### src/rtl/cpu_isa_pkg.sv
// Shared ISA definitions for the 16-bit core: opcodes, field positions,
// the issued-instruction record and immediate helper.
package cpu_isa_pkg;

    localparam int DATA_W   = 16;
    localparam int REG_W    = 3;
    localparam int IMM_W    = 7;
    localparam int ALU_OP_W = 4;

    typedef enum logic [2:0] {
        OP_ALU  = 3'b000,
        OP_ADDI = 3'b001,
        OP_RSVD = 3'b010,
        OP_LUI  = 3'b011,
        OP_SW   = 3'b100,
        OP_LW   = 3'b101,
        OP_BR   = 3'b110,
        OP_JALR = 3'b111
    } op_e;

    // Non-register-register ops and bubbles drive this alu_op code.
    localparam logic [ALU_OP_W-1:0] ALU_OP_NONE = 4'b0000;

    localparam int OP_MSB   = 15;
    localparam int OP_LSB   = 13;
    localparam int RA_MSB   = 12;
    localparam int RA_LSB   = 10;
    localparam int RB_MSB   = 9;
    localparam int RB_LSB   = 7;
    localparam int AOP_MSB  = 6;
    localparam int AOP_LSB  = 3;
    localparam int RC_MSB   = 2;
    localparam int RC_LSB   = 0;
    localparam int IMM_MSB  = 6;
    localparam int LUI_MSB  = 9;

    typedef struct packed {
        logic                valid;
        logic [2:0]          op;
        logic [ALU_OP_W-1:0] alu_op;
        logic [DATA_W-1:0]   s1;
        logic [DATA_W-1:0]   s2;
        logic [DATA_W-1:0]   aux;
        logic [REG_W-1:0]    dest;
        logic [DATA_W-1:0]   pc;
    } issue_t;

    function automatic logic [DATA_W-1:0] sext_imm(input logic [IMM_W-1:0] imm);
        return {{(DATA_W-IMM_W){imm[IMM_W-1]}}, imm};
    endfunction

endpackage

### src/rtl/alu_issue_stage_if.sv
// Fetch-side handshake and issue bus of the ALU issue stage.
interface alu_issue_stage_if;
    import cpu_isa_pkg::*;

    logic                in_valid;
    logic                in_ready;
    logic [DATA_W-1:0]   in_instr;
    logic [DATA_W-1:0]   in_pc;
    logic                out_valid;
    logic [2:0]          out_op;
    logic [ALU_OP_W-1:0] out_alu_op;
    logic [DATA_W-1:0]   out_s1;
    logic [DATA_W-1:0]   out_s2;
    logic [DATA_W-1:0]   out_aux;
    logic [REG_W-1:0]    out_dest;
    logic [DATA_W-1:0]   out_pc;

    modport master (
        output in_valid, in_instr, in_pc,
        input  in_ready, out_valid, out_op, out_alu_op, out_s1, out_s2,
               out_aux, out_dest, out_pc
    );

    modport slave (
        input  in_valid, in_instr, in_pc,
        output in_ready, out_valid, out_op, out_alu_op, out_s1, out_s2,
               out_aux, out_dest, out_pc
    );
endinterface

### src/rtl/operand_fwd_mux.sv
// Resolves one source operand: r0 -> 0, then EX result, then WB result,
// then register-file data.
module operand_fwd_mux
    import cpu_isa_pkg::*;
(
    input  logic [REG_W-1:0]  addr,
    input  logic [DATA_W-1:0] rf_data,
    input  logic              ex_valid,
    input  logic [REG_W-1:0]  ex_dest,
    input  logic [DATA_W-1:0] ex_data,
    input  logic              wb_valid,
    input  logic [REG_W-1:0]  wb_dest,
    input  logic [DATA_W-1:0] wb_data,
    output logic [DATA_W-1:0] data
);
    always_comb begin
        data = rf_data;
        if (addr == '0)
            data = '0;
        else if (ex_valid && ex_dest == addr)
            data = ex_data;
        else if (wb_valid && wb_dest == addr)
            data = wb_data;
    end
endmodule

### src/rtl/alu_issue_stage.sv
// Decode/issue register ahead of the ALU: operand select with forwarding,
// load-use bubble insertion, stall and flush.
module alu_issue_stage
    import cpu_isa_pkg::*;
(
    input  logic               clk,
    input  logic               rst,
    alu_issue_stage_if.slave   io,
    output logic [REG_W-1:0]   rf_addr_a,
    output logic [REG_W-1:0]   rf_addr_b,
    output logic [REG_W-1:0]   rf_addr_c,
    input  logic [DATA_W-1:0]  rf_data_a,
    input  logic [DATA_W-1:0]  rf_data_b,
    input  logic [DATA_W-1:0]  rf_data_c,
    input  logic               ex_fwd_valid,
    input  logic [REG_W-1:0]   ex_fwd_dest,
    input  logic [DATA_W-1:0]  ex_fwd_data,
    input  logic               wb_fwd_valid,
    input  logic [REG_W-1:0]   wb_fwd_dest,
    input  logic [DATA_W-1:0]  wb_fwd_data,
    input  logic               stall,
    input  logic               flush
);
    localparam int NUM_SRC = 3;

    logic [DATA_W-1:0]                instr;
    logic [2:0]                       op;
    logic [NUM_SRC-1:0][REG_W-1:0]    src_addr;
    logic [NUM_SRC-1:0][DATA_W-1:0]   src_rf;
    logic [NUM_SRC-1:0][DATA_W-1:0]   src_val;
    logic [NUM_SRC-1:0]               src_used;
    logic                             hazard;
    issue_t                           nxt;
    issue_t                           q;

    assign instr     = io.in_instr;
    assign op        = instr[OP_MSB:OP_LSB];
    assign src_addr  = {instr[RC_MSB:RC_LSB], instr[RB_MSB:RB_LSB], instr[RA_MSB:RA_LSB]};
    assign src_rf    = {rf_data_c, rf_data_b, rf_data_a};
    assign rf_addr_a = src_addr[0];
    assign rf_addr_b = src_addr[1];
    assign rf_addr_c = src_addr[2];

    for (genvar i = 0; i < NUM_SRC; i++) begin : g_src
        operand_fwd_mux u_mux (
            .addr     (src_addr[i]),
            .rf_data  (src_rf[i]),
            .ex_valid (ex_fwd_valid),
            .ex_dest  (ex_fwd_dest),
            .ex_data  (ex_fwd_data),
            .wb_valid (wb_fwd_valid),
            .wb_dest  (wb_fwd_dest),
            .wb_data  (wb_fwd_data),
            .data     (src_val[i])
        );
    end

    // src_used bit order: [2]=rC, [1]=rB, [0]=rA.
    always_comb begin
        nxt       = '0;
        src_used  = '0;
        nxt.valid = 1'b1;
        nxt.op    = op;
        nxt.dest  = instr[RA_MSB:RA_LSB];
        nxt.pc    = io.in_pc;
        case (op)
            OP_ALU: begin
                src_used   = 3'b110;
                nxt.alu_op = instr[AOP_MSB:AOP_LSB];
                nxt.s1     = src_val[1];
                nxt.s2     = src_val[2];
            end
            OP_ADDI, OP_LW: begin
                src_used = 3'b010;
                nxt.s1   = src_val[1];
                nxt.s2   = sext_imm(instr[IMM_MSB:0]);
            end
            OP_LUI: nxt.s1 = {instr[LUI_MSB:0], 6'b0};
            OP_SW: begin
                src_used = 3'b011;
                nxt.s1   = src_val[1];
                nxt.s2   = sext_imm(instr[IMM_MSB:0]);
                nxt.aux  = src_val[0];
            end
            OP_JALR: begin
                src_used = 3'b010;
                nxt.s1   = io.in_pc + 16'd1;
                nxt.aux  = src_val[1];
            end
            default: ;
        endcase
    end

    always_comb begin
        hazard = 1'b0;
        if (io.in_valid && q.valid && q.op == OP_LW && q.dest != '0)
            for (int i = 0; i < NUM_SRC; i++)
                if (src_used[i] && src_addr[i] == q.dest)
                    hazard = 1'b1;
    end

    assign io.in_ready = !stall && !hazard;

    always_ff @(posedge clk or posedge rst) begin
        if (rst)
            q <= '0;
        else if (flush)
            q <= '0;
        else if (stall)
            q <= q;
        else if (hazard || !io.in_valid)
            q <= '0;
        else
            q <= nxt;
    end

    assign io.out_valid  = q.valid;
    assign io.out_op     = q.op;
    assign io.out_alu_op = q.alu_op;
    assign io.out_s1     = q.s1;
    assign io.out_s2     = q.s2;
    assign io.out_aux    = q.aux;
    assign io.out_dest   = q.dest;
    assign io.out_pc     = q.pc;
endmodule

### src/flat_wrapper.sv
// flat-port wrapper written by rule: the top's interface ports become plain ports
module alu_issue_stage_flat import cpu_isa_pkg::*;
  (clk, rst, rf_addr_a, rf_addr_b, rf_addr_c, rf_data_a, rf_data_b, rf_data_c, ex_fwd_valid, ex_fwd_dest, ex_fwd_data, wb_fwd_valid, wb_fwd_dest, wb_fwd_data, stall, flush, io_in_valid, io_in_instr, io_in_pc, io_in_ready, io_out_valid, io_out_op, io_out_alu_op, io_out_s1, io_out_s2, io_out_aux, io_out_dest, io_out_pc);
  alu_issue_stage_if io_i ();
  input  logic clk;
  input  logic rst;
  output logic [REG_W-1:0] rf_addr_a;
  output logic [REG_W-1:0] rf_addr_b;
  output logic [REG_W-1:0] rf_addr_c;
  input  logic [DATA_W-1:0] rf_data_a;
  input  logic [DATA_W-1:0] rf_data_b;
  input  logic [DATA_W-1:0] rf_data_c;
  input  logic ex_fwd_valid;
  input  logic [REG_W-1:0] ex_fwd_dest;
  input  logic [DATA_W-1:0] ex_fwd_data;
  input  logic wb_fwd_valid;
  input  logic [REG_W-1:0] wb_fwd_dest;
  input  logic [DATA_W-1:0] wb_fwd_data;
  input  logic stall;
  input  logic flush;
  input wire logic [$bits(io_i.in_valid)-1:0] io_in_valid;
  input wire logic [$bits(io_i.in_instr)-1:0] io_in_instr;
  input wire logic [$bits(io_i.in_pc)-1:0] io_in_pc;
  output wire logic [$bits(io_i.in_ready)-1:0] io_in_ready;
  output wire logic [$bits(io_i.out_valid)-1:0] io_out_valid;
  output wire logic [$bits(io_i.out_op)-1:0] io_out_op;
  output wire logic [$bits(io_i.out_alu_op)-1:0] io_out_alu_op;
  output wire logic [$bits(io_i.out_s1)-1:0] io_out_s1;
  output wire logic [$bits(io_i.out_s2)-1:0] io_out_s2;
  output wire logic [$bits(io_i.out_aux)-1:0] io_out_aux;
  output wire logic [$bits(io_i.out_dest)-1:0] io_out_dest;
  output wire logic [$bits(io_i.out_pc)-1:0] io_out_pc;
  assign io_i.in_valid = io_in_valid;
  assign io_i.in_instr = io_in_instr;
  assign io_i.in_pc = io_in_pc;
  assign io_in_ready = io_i.in_ready;
  assign io_out_valid = io_i.out_valid;
  assign io_out_op = io_i.out_op;
  assign io_out_alu_op = io_i.out_alu_op;
  assign io_out_s1 = io_i.out_s1;
  assign io_out_s2 = io_i.out_s2;
  assign io_out_aux = io_i.out_aux;
  assign io_out_dest = io_i.out_dest;
  assign io_out_pc = io_i.out_pc;
  alu_issue_stage u_core (.clk(clk), .rst(rst), .io(io_i), .rf_addr_a(rf_addr_a), .rf_addr_b(rf_addr_b), .rf_addr_c(rf_addr_c), .rf_data_a(rf_data_a), .rf_data_b(rf_data_b), .rf_data_c(rf_data_c), .ex_fwd_valid(ex_fwd_valid), .ex_fwd_dest(ex_fwd_dest), .ex_fwd_data(ex_fwd_data), .wb_fwd_valid(wb_fwd_valid), .wb_fwd_dest(wb_fwd_dest), .wb_fwd_data(wb_fwd_data), .stall(stall), .flush(flush));
endmodule
### config.mk
export PLATFORM = sky130hd
export DESIGN_NAME = alu_issue_stage_flat
export DESIGN_NICKNAME = d
export VERILOG_FILES = /design/src/rtl/cpu_isa_pkg.sv /design/src/rtl/alu_issue_stage_if.sv /design/src/rtl/operand_fwd_mux.sv /design/src/rtl/alu_issue_stage.sv /design/src/flat_wrapper.sv
export SDC_FILE = /design/constraint.sdc
export NUM_CORES = 1
export LEC_CHECK = 0
export ABC_AREA = 1
export CAP_MARGIN = 10
export CORE_MARGIN = 3
export CORE_UTILIZATION = 49
export DETAILED_ROUTE_END_ITERATION = 7
export PLACE_DENSITY_LB_ADDON = 0.2
export SYNTH_ARGS = -nofsm -noshare
export SYNTH_HDL_FRONTEND = slang
export SYNTH_SLANG_ARGS = --single-unit
### constraint.sdc
create_clock -name clk -period 5.8 [get_ports clk]
set_input_delay 0.58 -clock clk [delete_from_list [all_inputs] [get_ports clk]]
set_output_delay 0.58 -clock clk [all_outputs]
set_load 0.01 [all_outputs]
# Word level (Yosys, flattened, before mapping)
# Index checks and enable logic that the tools add are counted.
[classes]
n_addsub = 1
multipliers = 0
div_mod_pow = 0
magnitude_cmp = 0
eq_ne = 16
shifts = 0
muxes = 21
n_bitwise = 0
n_reduce_logical = 25
[op_table]
columns = ["cell", "count"]
rows = [
  ["2-to-1 mux 75 bit", 3],
  ["2-to-1 mux 16 bit", 9],
  ["one-hot mux 16 bit (2 select lines)", 2],
  ["one-hot mux 16 bit (3 select lines)", 1],
  ["equality test 3 bit", 9],
  ["adder 16 x 1 -> 16 bit (second input constant)", 1],
  ["logical AND 1 bit", 13],
  ["equality test 3 bit (second input constant)", 4],
  ["logical NOT 3 bit", 4],
  ["one-hot mux 3 bit (3 select lines)", 1],
  ["OR reduction 3 bit", 2],
  ["2-to-1 mux 1 bit", 4],
  ["2-to-1 mux 4 bit", 1],
  ["OR reduction 4 bit", 1],
  ["equality test 3 x 1 -> 1 bit (second input constant)", 1],
  ["equality test 3 x 2 -> 1 bit (second input constant)", 1],
  ["logical NOT 1 bit", 3],
  ["nonzero test 3 bit", 1],
  ["inequality test 2 x 1 -> 1 bit (second input constant)", 1],
  ["logical OR 1 bit", 1],
]
[totals]
reg_bits = 75
latchBits = 0
ramBits = 0
romBits = 0
in_bits = 125
output_inout_bits = 85
elab_cells = 71
mem_count = 0

# Longest topological paths before layout
[logic_depth]
depth_word = 12
depth_mapped = 13
ltp_nobuf = 13

# Cells and area by module
# Synthesis repeated with hierarchy kept, for this count alone.
[hier_totals]
hier_cells = 1082
area_unflattened_um2 = 6874.1
[modules_own_cells]
columns = ["module", "instances", "cells_per_inst", "area_per_inst_um2", "seq_area_each_um2"]
rows = [
  ["alu_issue_stage", 1, 578, 4081.4, 1876.8],
  ["operand_fwd_mux", 3, 168, 930.9, 0.0],
]

# Worst setup path after synthesis
# OpenSTA, ideal clock, no wires.
[synth_path]
path_kind = "in2out"
from = "in io_in_instr[15]"
to = "out io_in_ready"
t_arrival_ps = 1279
required_time_ps = 5220
setup_slack_ps = 3941
path_stages = 7
n_path_buf = 1
path_cell_list = "buf_2 > inv_2 > nand3_4 > nor2_1 > nand2_1 > nand3_2 > a21oi_2"
[synth_via]
elab_chain_len = 10
elab_cells_between_ends = 16
cone_classes = "eq/ne: 4; mux: 5; reduce/logical: 7"
[synth_lines]
columns = ["item", "line", "rtl"]
rows = [
  ["start, declared", "flat_wrapper.sv:22", "input wire logic [$bits(io_i.in_instr)-1:0] io_in_instr;"],
  ["equality test 3 x 1 -> 1 bit or equality test 3 bit (tied branches)", "alu_issue_stage.sv:66", "case (op)"],
  ["OR reduction 3 bit (no line)", "n/a", ""],
  ["one-hot mux 3 bit (3 select lines) *", "alu_issue_stage.sv:66", ""],
  ["logical AND 1 bit", "alu_issue_stage.sv:98", "if (src_used[i] && src_addr[i] == q.dest)"],
  ["2-to-1 mux 1 bit (2 in a row)", "alu_issue_stage.sv:98", ""],
  ["2-to-1 mux 1 bit *", "alu_issue_stage.sv:98", ""],
  ["2-to-1 mux 1 bit *", "alu_issue_stage.sv:96", "if (io.in_valid && q.valid && q.op == OP_LW && q.dest != '0)"],
  ["logical NOT 1 bit *", "alu_issue_stage.sv:102", "assign io.in_ready = !stall && !hazard;"],
  ["logical AND 1 bit *", "alu_issue_stage.sv:102", ""],
  ["end, declared", "flat_wrapper.sv:24", "output wire logic [$bits(io_i.in_ready)-1:0] io_in_ready;"],
]
# Mark *: on every way between the ends. The rest lies on a longest branch, timed or not.

# Final worst setup path
[layout_path]
from = "in io_in_instr[14]"
to = "out io_in_ready"
# The elaborated chain is that of the path after synthesis.

==> results.toml <==
[worst_setup_path]
crit_required_ns = 5.22
crit_arrival_ns = 2.46
crit_path_end_kind = "output port"
cp_slowest_cell = "clkdlybuf4s50_1"
cpPeakStageDelay_ns = 0.49
reg2reg_to = "u_core.io.out_aux[14]"
critPathBufInv = 3
crit_family = "buffers and inverters"
r2r_slack_ns = 3.40
start_kind = "input pin"
cp_max_fo = 24
r2r-start = "u_core.io.out_dest[0]"
critical_path_class = "in2out"
reg2reg_depth = 11
cpMostUsedCell = "clkdlybuf4s50_1"
path_cells = "clkdlybuf4s50_1 -> inv_2 -> nand3_4 -> nor2_1 -> nand2_1 -> nand3_2 -> a21oi_2 -> clkdlybuf4s50_1"

[placement]
port_buffers = 209
place_ws_ns = 2.54
hpwl_um = 16100
gp_congestion = 0.930

[sta]
rsz0062_at_grt = "no"
final_max_slew_viol_count = 0
max_slew_margin = 0.418
max_slew.worst_pin.slew_ns = 0.871
fin_setup_tns_ns = 0
period_needed_ns = 3.04
finalCritPeriodShare = 0.525
setup_viol = 0
fin_ws_ns = 2.76
fmax_mhz = 329
clock_skew_ns = 0.00743
hold_violations = 0

[grt]
gr-usage-all-layers = 0.334
grt_overflow_total = 0
grt_pass1_vias = 6728
antenna_found_initial = 1
grt_pass1_wl_um = 34200
grt_max_degree = 76

[die]
core_mm2 = 0.0111
floorplan.initialDensity = 0.513
dieHeight_um = 114
num_rows = 38
die_area_mm2 = 0.0130
ios = 210
die_w_um = 114

[run_status]
outcome = "finished, final reports clean"

[logic_synthesis]
ys_seq_area_frac = 0.329
synth_ff_type = "dfrtp_1"
async_flop_share = 1.00
synthCells = 924
yosysMostFrequentCell = "nand2_1"
synth_area_mm2 = 0.00571
ys_top_cells_by_area = "dfrtp_1 33%, nand2_1 24%, nand3_1 13%, inv_1 6.1%, o21ai_0 3.1%"
synth_top_cell_by_area = "dfrtp_1"
synth-seq-cells = 75
synth_fp_nets = 1050
synth.avg_cell_area_um2 = 6.18
synth_top_area_frac = 0.329
netlist_top_cells_count = "359 x nand2_1, 149 x nand3_1, 92 x inv_1, 75 x dfrtp_1, 42 x nor2_1"
synth-edff-count = 0
synth_warnings = 0
synth.distinct_cells = 34

[finish]
drive_gt1_frac = 0.0462
nFillCells = 985
area_growth_pct = 40.6
nets = 1225
utilization = 0.721

[worst_hold_path]
min_path_cells = 2
hold_end = "u_core.io.out_s1[8]"
hp-class = "reg2reg"
hold_start = "u_core.io.out_s1[8]"

[cts]
cts_root_buf = "clkbuf_16"
cts_tree = "yes"
numCtsBuffers = 9
clk_pin_slew_ns = 0.06
insertion_delay_ns = 0.35
htreeDepth = 3
clk_path_buf_depth = 2
postCtsSetupRepairBufs = 0
hold_buffers = 0
cts_sinks = 75
cts_resized = 0

[detailed_routing]
antenna_left = 0
wl_per_cell_um = 17.1
firstDrtPassIters = 5
routed_via_density = 5.57
vias = 6936
drcViolationCount = 0
routed_wl_um = 21300
drt-initial-drc-count = 831

[power_and_ir_drop]
p_per_area_mw_per_mm2 = 188
p_total_mw = 1.51
leakagePower_nw = 4.07
ir_drop_v = 0.000125

[run]
max_cap_viol_count = 0
## report_power, final
group | internal, mW | leakage, nW | total (mW) | switching [mW]
sequential | 0.537 | 1.03 | 0.547 | 0.00995
clock | 0.339 | 0.145 | 0.583 | 0.244
combinational | 0.165 | 2.90 | 0.381 | 0.216
## cell families (layout without fill, tap and decap cells)
kind of cell | after synthesis | in the layout | share of synthesized area
adder cells (fa/ha/maj) | 1 | 1 | 0.00219
buffers and inverters | 149 | 329 | 0.116
AO/OA/AOI/OAI | 103 | 103 | 0.0949
flip-flops | 75 | 75 | 0.329
XOR/XNOR | 3 | 3 | 0.00461
AND/OR/NAND/NOR | 593 | 593 | 0.453
other | 0 | 1 | 0
## flip-flops by register name (all words and copies together), names as in the netlist
name,cells
u_core.io.out_aux,16
u_core.io.out_alu_op,4
u_core.io.out_dest,3
u_core.io.out_s2,16
u_core.io.out_s1,16
u_core.io.out_op,3
u_core.io.out_valid,1
u_core.io.out_pc,16
## routing by layer
metal,track usage,share of wire
met5,0,0
met4,0.154,0.044
met3,0.0653,0.093
met2,0.538,0.46
met1,0.432,0.40
## final cells by class
| class | instances | area (um2) | share of cell area |
|---|---|---|---|
| well taps | 140 | 175 | 0.0218 |
| flip-flops and latches | 75 | 1880 | 0.234 |
| clock buffers | 10 | 229 | 0.0285 |
| clock inverters | 6 | 75.1 | 0.00935 |
| inverters | 101 | 379 | 0.0472 |
| diodes | 1 | 2.50 | 0.000312 |
| multi-input cells | 700 | 3170 | 0.395 |
| repair buffers | 212 | 2110 | 0.263 |
## worst min-delay path, delay by kind of cell, from the launching register on
family	cells	cell delay, ns
flops	1	0.34
simple gates	2	0.10
## through the flow
step | cells | hold WS (ns) | instance area (um2)
finish | 1245 | 0.481 | 8030
global route | 1245 | 0.505 | 8030
CTS | 1244 | 0.485 | 8020
detailed placement | 1228 | 0.469 | 7720
global placement | 1228 | 0.462 | 7720
floorplan | 924 | 0.515 | 5710
## worst max path at each step
| stage | from | depth (start not counted) | end |
|---|---|---|---|
| after floorplan | rst | 1 | u_core.io.out_alu_op[0] |
| after global placement | io_in_instr[14] | 11 | u_core.io.out_aux[3] |
| after detailed placement | io_in_instr[14] | 11 | u_core.io.out_aux[15] |
| after CTS | io_in_instr[1] | 9 | io_in_ready |
| after global routing | io_in_instr[1] | 9 | io_in_ready |
| final | io_in_instr[14] | 8 | io_in_ready |
## cell usage in the layout (no fill, tap or decap), types with 2 or more instances in the layout
master	instances
nand2_1	359
clkdlybuf4s50_1	209
nand3_1	149
inv_1	91
dfrtp_1	75
nor2_1	41
o21ai_0	35
o21ai_1	35
a21oi_1	24
nand3b_1	12
inv_2	10
clkbuf_16	9
nor3_1	7
nand2_2	5
nor2_2	5
nand4_1	5
xor2_1	3
a21oi_2	3
nor2_4	3
clkinv_4	3
buf_4	3
o22ai_1	2
a31oi_1	2
Power figures use the tool's default switching activity.
